<file path="src/rtl/zx_tape_loader.sv">
// Tape-loading emulator: plays pilot, sync and MSB-first data half-periods
// timed in emulated T-states, fetching bytes from screen memory and exposing
// the count of fully loaded bytes for progressive image reveal.
module zx_tape_loader #(
  parameter int       ADDR_W       = 13,
  parameter int       BLOCK_LEN    = 6912,
  parameter int       CLK_DIV      = 1,
  parameter int       PILOT_HALF   = 2168,
  parameter int       PILOT_PULSES = 8063,
  parameter int       SYNC1_HALF   = 667,
  parameter int       SYNC2_HALF   = 735,
  parameter int       ZERO_HALF    = 855,
  parameter int       ONE_HALF     = 1710,
  parameter bit [2:0] IDLE_BORDER  = 3'h7
) (
  input  logic              clk,
  input  logic              rst_n,
  input  logic              start,
  input  logic              abort,
  output logic              mem_rd,
  output logic [ADDR_W-1:0] mem_addr,
  input  logic [7:0]        mem_data,
  output logic [ADDR_W-1:0] loaded_addr,
  output logic              ear,
  output logic [2:0]        border,
  output logic              busy,
  output logic              done
);

  localparam int M1     = (PILOT_HALF > SYNC1_HALF) ? PILOT_HALF : SYNC1_HALF;
  localparam int M2     = (M1 > SYNC2_HALF) ? M1 : SYNC2_HALF;
  localparam int M3     = (M2 > ZERO_HALF) ? M2 : ZERO_HALF;
  localparam int HP_MAX = (M3 > ONE_HALF) ? M3 : ONE_HALF;
  localparam int HP_W   = (HP_MAX > 1) ? $clog2(HP_MAX) : 1;
  localparam int PP_W   = (PILOT_PULSES > 1) ? $clog2(PILOT_PULSES) : 1;
  localparam int PS_W   = (CLK_DIV > 1) ? $clog2(CLK_DIV) : 1;

  typedef enum logic [2:0] {
    S_IDLE, S_PILOT, S_SYNC1, S_SYNC2, S_FETCH, S_WAIT, S_DATA, S_DONE
  } state_t;

  state_t            state, nxt;
  logic [PS_W-1:0]   ps_cnt;
  logic [HP_W-1:0]   hp_cnt, hp_last;
  logic [PP_W-1:0]   pp_cnt;
  logic [7:0]        shreg;
  logic [2:0]        bit_idx;
  logic              half_ph;
  logic              timed, tick, hp_end, last_pulse, byte_end, last_byte;

  // Only the tone/data phases consume T-states; FETCH/WAIT freeze the prescaler.
  assign timed      = (state == S_PILOT) || (state == S_SYNC1) ||
                      (state == S_SYNC2) || (state == S_DATA);
  assign tick       = timed && (ps_cnt == PS_W'(CLK_DIV - 1));
  assign hp_end     = tick && (hp_cnt == hp_last);
  assign last_pulse = (pp_cnt == PP_W'(PILOT_PULSES - 1));
  assign byte_end   = (state == S_DATA) && hp_end && half_ph && (bit_idx == 3'd0);
  assign last_byte  = (loaded_addr == ADDR_W'(BLOCK_LEN - 1));
  assign mem_addr   = loaded_addr;

  // Terminal count of the current half-period, selected by phase and bit value.
  always_comb begin
    hp_last = '0;
    case (state)
      S_PILOT: hp_last = HP_W'(PILOT_HALF - 1);
      S_SYNC1: hp_last = HP_W'(SYNC1_HALF - 1);
      S_SYNC2: hp_last = HP_W'(SYNC2_HALF - 1);
      S_DATA:  hp_last = shreg[7] ? HP_W'(ONE_HALF - 1) : HP_W'(ZERO_HALF - 1);
      default: hp_last = '0;
    endcase
  end

  // State register.
  always_ff @(posedge clk or negedge rst_n) begin
    if (!rst_n) state <= S_IDLE;
    else        state <= nxt;
  end

  // Next-state and decoded status outputs; abort overrides everything.
  always_comb begin
    nxt    = state;
    mem_rd = 1'b0;
    busy   = 1'b0;
    done   = 1'b0;
    case (state)
      S_IDLE:  if (start) nxt = S_PILOT;
      S_PILOT: begin
        busy = 1'b1;
        if (hp_end && last_pulse) nxt = S_SYNC1;
      end
      S_SYNC1: begin
        busy = 1'b1;
        if (hp_end) nxt = S_SYNC2;
      end
      S_SYNC2: begin
        busy = 1'b1;
        if (hp_end) nxt = S_FETCH;
      end
      S_FETCH: begin
        busy   = 1'b1;
        mem_rd = 1'b1;
        nxt    = S_WAIT;
      end
      S_WAIT: begin
        busy = 1'b1;
        nxt  = S_DATA;
      end
      S_DATA: begin
        busy = 1'b1;
        if (byte_end) nxt = last_byte ? S_DONE : S_FETCH;
      end
      S_DONE: begin
        done = 1'b1;
        if (start) nxt = S_PILOT;
      end
      default: nxt = S_IDLE;
    endcase
    if (abort) nxt = S_DONE;
  end

  // T-state prescaler: held at zero while parked, frozen in FETCH/WAIT.
  always_ff @(posedge clk or negedge rst_n) begin
    if (!rst_n)                                   ps_cnt <= '0;
    else if (state == S_IDLE || state == S_DONE)  ps_cnt <= '0;
    else if (tick)                                ps_cnt <= '0;
    else if (timed)                               ps_cnt <= ps_cnt + PS_W'(1);
  end

  // Half-period timing, ear level, bit shifter and loaded-byte count.
  always_ff @(posedge clk or negedge rst_n) begin
    if (!rst_n) begin
      hp_cnt      <= '0;
      pp_cnt      <= '0;
      ear         <= 1'b0;
      shreg       <= '0;
      bit_idx     <= '0;
      half_ph     <= 1'b0;
      loaded_addr <= '0;
    end else if (abort) begin
      hp_cnt      <= '0;
      pp_cnt      <= '0;
      ear         <= 1'b0;
      half_ph     <= 1'b0;
      loaded_addr <= ADDR_W'(BLOCK_LEN);
    end else begin
      case (state)
        S_IDLE, S_DONE: if (start) begin
          hp_cnt      <= '0;
          pp_cnt      <= '0;
          ear         <= 1'b0;
          half_ph     <= 1'b0;
          loaded_addr <= '0;
        end
        S_WAIT: begin
          shreg   <= mem_data;
          bit_idx <= 3'd7;
          half_ph <= 1'b0;
        end
        default: if (tick) begin
          if (hp_end) begin
            hp_cnt <= '0;
            ear    <= ~ear;
            if (state == S_PILOT) pp_cnt <= last_pulse ? '0 : pp_cnt + PP_W'(1);
            if (state == S_DATA) begin
              half_ph <= ~half_ph;
              if (half_ph) begin
                shreg   <= {shreg[6:0], 1'b0};
                bit_idx <= bit_idx - 3'd1;
                if (bit_idx == 3'd0) loaded_addr <= loaded_addr + ADDR_W'(1);
              end
            end
          end else begin
            hp_cnt <= hp_cnt + HP_W'(1);
          end
        end
      endcase
    end
  end

  // Border colour registered from the current phase and ear level.
  always_ff @(posedge clk or negedge rst_n) begin
    if (!rst_n) border <= IDLE_BORDER;
    else begin
      case (state)
        S_PILOT, S_SYNC1, S_SYNC2:  border <= ear ? 3'h5 : 3'h2;
        S_FETCH, S_WAIT, S_DATA:    border <= ear ? 3'h6 : 3'h1;
        S_DONE:                     border <= 3'h0;
        default:                    border <= IDLE_BORDER;
      endcase
    end
  end

endmodule

</file>
<file path="config.mk">
export PLATFORM = sky130hd
export DESIGN_NAME = zx_tape_loader
export DESIGN_NICKNAME = d
export VERILOG_FILES = /design/src/rtl/zx_tape_loader.sv
export SDC_FILE = /design/constraint.sdc
export NUM_CORES = 1
export LEC_CHECK = 0
export BUFFER_PORTS_ARGS = -buffer_cell sky130_fd_sc_hd__buf_2
export CAP_MARGIN = 0
export CORE_ASPECT_RATIO = 1.4
export CORE_MARGIN = 8
export CORE_UTILIZATION = 40
export DETAILED_ROUTE_END_ITERATION = 12
export PLACE_DENSITY_LB_ADDON = 0.2
export SYNTH_ARGS = -nofsm -noshare
export SYNTH_HDL_FRONTEND = slang
export SYNTH_SLANG_ARGS = --single-unit
</file>
<file path="constraint.sdc">
create_clock -name clk -period 3.9 [get_ports clk]
set_clock_uncertainty 0.2 [all_clocks]
set_input_delay 0 -clock clk [delete_from_list [all_inputs] [get_ports clk]]
set_output_delay 0 -clock clk [all_outputs]
set_load 0.03 [all_outputs]
</file>
==> results.cfg, run 1 <==
[status]
status = completed

[synth]
synth.distinct_cells = 69
postSynthCellCount = 463
async_flop_share_pct = 100
ys_ff_latch = 58
yosysTopAreaCell = dfrtp_1
avgSynthCellArea_um2 = 8.36
syn_nets = 481
synth_top_area_share_pct = 35.6
synthTopCellsByArea = dfrtp_1 (36%), o21ai_0 (4.8%), nand3_1 (3.8%)
synth_edf_count = 0
ys_seq_area_share_pct = 37.6
synth_area_mm2 = 0.00387
yosys_warnings = 0
synthFlopType = dfrtp_1

[final_layout]
design_area_mm2 = 0.00457
seqCellArea_mm2 = 0.00146
final_cell_count_no_fill = 617
multi_input_area_mm2 = 0.00212
synthToLayoutAreaGrowth_pct = 18.0
nFillCells = 933
antennaDiodeCount = 0
final_cell_mix = dfrtp_1 (55), buf_2 (44), nor2_1 (38), o21ai_0 (37), nand2_1 (35)
final_common_cell = dfrtp_1
final_util_pct = 48.3
drive_gt1_share_pct = 18.5
nets = 520

[pwr]
comb_power_share_pct = 45.0
power_leakage_nw = 1.91
finalPower_mw = 3.07
pwr-share-clk_pct = 26.8
max-vdd-ir-drop_mv = 0.306
seqPwrFrac_pct = 28.3
p_int_mw = 1.77
power_switching_mw = 1.30
switching_share_pct = 42.3
power_density_mw_per_mm2 = 673

[timing]
fin_crit_sh_pct = 95.3
slew-limit-headroom_pct = 57.5
holdWs_ns = 0.0237
slew_viol_final = 0
setup_tns_ns = 0
worst_pin_slew_ns = 0.637
hold_viol = 0
finalWorstSetupSlack_ns = 0.183
rsz0062_at_grt = no
setup_viol = 0
period_minus_slack_ns = 3.72
max_clock_freq_mhz = 269

[floorplanning]
start_util_pct = 40.9
die_w_um = 99.1
die_area_mm2 = 0.0131
core_mm2 = 0.00946
floorplan.rows = 42
ioPinCount = 45
die_height_um = 132

[clock_tree]
cts_buffers = 9
cts_htree_levels = 3
cts_root_buf = clkbuf_16
insertion_delay_ns = 0.34
post_cts_buffers = 0
cts_buffer_depth = 2
tritoncts = built
clk_pin_slew_ns = 0.05
cts.sinks = 58

[route]
drt_iter0_markers = 248
vias = 3725
wirelength_um = 10700
drt.antenna.violating_nets = 0
drcViolationCount = 0
drtPass1Iterations = 4
drt-vias-per-instance = 6.04
wl_per_cell_um = 17.3

[job]
drv_cap = 0

[placement]
preCtsSetupSlack_ns = 0.494
place_area_mm2 = 0.00411
hpwl_um = 7710
port_buffers = 44
routabilityCongestion = 0.843
dp_cells = 589

[setup_path]
crit_path_frequent_cell = buf_4
crit_path_cell_trace = buf_4 -> nor3b_1 -> o21ai_0 -> a21boi_0 -> nor4_4 -> nand3_1 -> buf_4 -> a31oi_1 -> nor3_1 -> dlygate4sd3_1
arrival_ns = 3.74
reg2reg_to = half_ph
cp-endpoint = half_ph
max_stage_delay_ns = 0.70
r2r.worst_path.cells = 10
reg2reg_slack_ns = 0.18
worstPathRequired_ns = 3.92
cp-end-kind = register
crit_type = register to register
worst_setup_path_start_kind = register
r2r_start = state[1]
cp_slowest_cell = dfrtp_1
path_max_fanout = 21
startpoint = state[1]

[hold_path]
hold_class = input port to asynchronous set/reset pin

[grt]
first_global_vias = 3674
grt_pass1_wl_um = 18100
grt_max_degree = 34
antenna_found_initial = 0
globalRouteOverflowTotal = 0
grt_use_total_pct = 17.0
[cells in the mapped netlist, types with 10 or more instances]
master,count
dfrtp_1,55
nor2_1,38
nand3_1,29
o21ai_0,37
nand2_1,35
clkbuf_1,18
buf_4,14
o31ai_1,10
a21oi_1,24
or3_1,10
inv_1,20
[layout make-up]
cell class              count  area share (%)
repair buffers             71            9.92
inverters                  21            1.73
well taps                 110            3.01
flip-flops and latches     58            31.9
clock buffers              16            7.04
multi-input cells         341            46.4
[flip-flops by register name (all words and copies together), names as in the netlist]
name	flops
shreg	8
ps_cnt	1
half_ph	1
loaded_addr	13
bit_idx	3
ear	1
pp_cnt	13
hp_cnt	12
border	3
state	3
[critical path: cells and delay by family (launching register included)]
| kind | cells | cell delay (ns) |
|---|---|---|
| flops | 1 | 0.70 |
| buf+inv | 3 | 1.07 |
| simple gates | 4 | 1.13 |
| compound gates | 3 | 0.48 |
[what timing repair did]
action,in CTS,in global routing
hold buffers,12,0
resized for setup,0,1
endpoints found under the setup margin,0,1
hold endpoints to repair,38,0
[worst min-delay path by stage]
stage                from              to  slack, ns  cells after the start
global route        rst_n  loaded_addr[2]        0.1                      2
detailed placement  rst_n  loaded_addr[2]      -0.14                      1
global placement    rst_n  loaded_addr[3]      -0.14                      1
floorplan           rst_n      bit_idx[0]      -0.50                      0
CTS                 rst_n             ear       0.05                      2
finish              rst_n  loaded_addr[2]       0.02                      2
[power by group through the flow]
stage	clock (mW)	sequential [mW]	combinational (mW)
floorplan	0	0.864	0.998
global placement	0	0.871	1.32
detailed placement	0	0.874	1.35
CTS	0.835	0.867	1.36
global route	0.856	0.890	1.52
finish	0.823	0.869	1.38
[routing by layer]
| layer | track usage [%] | share of wire, % | up-vias | wire length (um) |
|---|---|---|---|---|
| met4 | 8.19 | 2.8 | 0 | 303 |
| li1 | - | - | 1786 | - |
| met2 | 29.2 | 51 | 106 | 5470 |
| met3 | 4.55 | 5.6 | 19 | 593 |
| met5 | 0 | 0 | - | 0 |
| met1 | 18.9 | 40 | 1814 | 4310 |
[logic make-up after synthesis]
| logic type | share of synthesized area (%) |
|---|---|
| AOI/OAI and AO/OA | 25.7 |
| xor gates and xnor gates | 1.81 |
| adders and majority gates | 1.94 |
| buffers and inverters | 7.86 |
| DFF | 37.6 |
| and+or+nand+nor | 25.1 |
Power figures use the tool's default switching activity.
==> inputs of run 2 (changes only) <==
SETUP_SLACK_MARGIN = 0.4   (was unset)
==> run 2 against run 1 <==
Effect of this change: count of clock-buffer cells in the layout unchanged; cell area fell by 0.19%; sequential share of layout area is 0.089 points higher; clock power barely moved; highest routed layer unchanged; critical path type unchanged; routed wire length shrank 0.14%; combinational power is essentially flat; power is essentially flat; first-iteration DRC count up 2.0%.
==> results.cfg, run 2 (synthesis gave the netlist of run 1 again) <==
[setup_path]
r2r.worst_path.cells = 9
worst_setup_path_start_kind = register
cp-end-kind = register
cp_slowest_cell = nor4_4
cp_top_family = simple AND/OR/NAND/NOR gates
arrival_ns = 3.31
crit_type = register to register
max_stage_delay_ns = 0.58
crit_path_cell_trace = buf_4 -> nor2b_1 -> or3_1 -> a221o_1 -> nor4_4 -> nand4_1 -> buf_4 -> or3_1 -> a21oi_1
worstPathRequired_ns = 3.96
worst-path-buf-inv = 2
reg2reg_slack_ns = 0.66
path_max_fanout = 22
reg2reg_to = loaded_addr[5]
r2r_start = state[0]

[timing]
setup_tns_ns = 0
slew_viol_final = 0
worst_pin_slew_ns = 0.640
max_clock_freq_mhz = 308
slew-limit-headroom_pct = 56.9
period_minus_slack_ns = 3.24
hold_viol = 0
fin_crit_sh_pct = 83.2
setup_viol = 0
rsz0062_at_grt = no

[final_layout]
synthToLayoutAreaGrowth_pct = 17.8
nFillCells = 933
final_util_pct = 48.2
nets = 519
antennaDiodeCount = 0
design_area_mm2 = 0.00456
final_cell_mix = dfrtp_1 (54), buf_2 (44), nor2_1 (38), o21ai_0 (37), nand2_1 (35)
top_regs = loaded_addr (13), pp_cnt (13), hp_cnt (12)
final_common_cell = dfrtp_1
drive_gt1_share_pct = 18.8

[pwr]
power_leakage_nw = 1.90
switching_share_pct = 42.3
max-vdd-ir-drop_mv = 0.308
power_switching_mw = 1.30
comb_power_share_pct = 44.9
power_density_mw_per_mm2 = 674
pwr-share-clk_pct = 26.7
p_int_mw = 1.77
seqPwrFrac_pct = 28.3

[route]
wl_per_cell_um = 17.3
drt_iter0_markers = 253
drt.antenna.violating_nets = 0
drcViolationCount = 0
wirelength_um = 10700
drtPass1Iterations = 5
vias = 3743
drt-vias-per-instance = 6.08

[clock_tree]
cts_buffers = 9
cts_htree_levels = 3
clk_pin_slew_ns = 0.05
cts.sinks = 58
insertion_delay_ns = 0.34
post_cts_buffers = 0
tritoncts = built
cts_root_buf = clkbuf_16
cts_buffer_depth = 2

[grt]
grt_pass1_wl_um = 18000
globalRouteOverflowTotal = 0
antenna_found_initial = 0
grt_max_degree = 34
first_global_vias = 3668
grt_use_total_pct = 17.0

[floorplanning]
floorplan.rows = 42
die_area_mm2 = 0.0131
die_height_um = 132
die_w_um = 99.1
ioPinCount = 45
core_mm2 = 0.00946
start_util_pct = 40.9

[placement]
routabilityCongestion = 0.843
hpwl_um = 7710
port_buffers = 44
place_area_mm2 = 0.00411

[hold_path]
hold_class = input port to asynchronous set/reset pin

[job]
drv_cap = 0

[status]
status = completed
-- run 2: cell types whose count changed in the layout (fill, tap and decap cells not counted) --
cell	previous run	this run
dlygate4sd3_1	12	11
dfrtp_2	0	1
dfrtp_1	55	54
-- run 2: cell type report --
cell class | instances | area (um^2) | area share (%)
Sequential cell | 58 | 1460 | 32.0
Tap cell | 110 | 138 | 3.02
Inverter | 21 | 78.8 | 1.73
Timing Repair Buffer | 70 | 443 | 9.72
Multi-Input combinational cell | 341 | 2120 | 46.5
Clock buffer | 16 | 322 | 7.05
-- run 2: metal layers --
layer / vias to the layer above / GRT usage (%) / share of wire, %
li1: 1787 / - / -
met1: 1844 / 18.9 / 41
met2: 90 / 29.1 / 51
met3: 22 / 4.55 / 4.8
met4: 0 / 8.19 / 3.2
met5: - / 0 / 0
-- run 2: how the worst max path moves through the flow --
stage | depth (start not counted) | slack (ns) | from | to
after floorplan | 7 | 1.15 | state[1] | pp_cnt[10]
after global placement | 8 | 0.63 | state[1] | shreg[0]
after global routing | 8 | 0.43 | state[2] | shreg[0]
after detailed placement | 8 | 0.49 | state[1] | shreg[0]
final | 9 | 0.66 | state[0] | loaded_addr[5]
after CTS | 8 | 0.52 | state[1] | shreg[0]
-- run 2: stage by stage --
stage                     hold slack (ns)  setup WS [ns]  power (mW)  cells
after floorplan                    -0.496           1.15        1.86    463
after global placement             -0.140          0.628        2.20    589
after detailed placement           -0.139          0.494        2.22    589
after CTS                          0.0484          0.518        3.06    616
after global routing               0.0974          0.428        3.27    616
final                              0.0237          0.656        3.07    616
-- run 2: power groups by stage --
stage	Combinational (mW)	Sequential, mW	Clock [mW]
after floorplan	0.998	0.864	0
after global routing	1.52	0.892	0.856
after detailed placement	1.35	0.874	0
after CTS	1.36	0.867	0.835
final	1.38	0.871	0.822
after global placement	1.32	0.871	0
-- run 2: repair_timing --
item                                    in CTS  in global routing
hold buffers                                11                  0
endpoints found under the setup margin       0                 18
resized for setup                            0                  2
endpoints found under the hold margin       38                  0
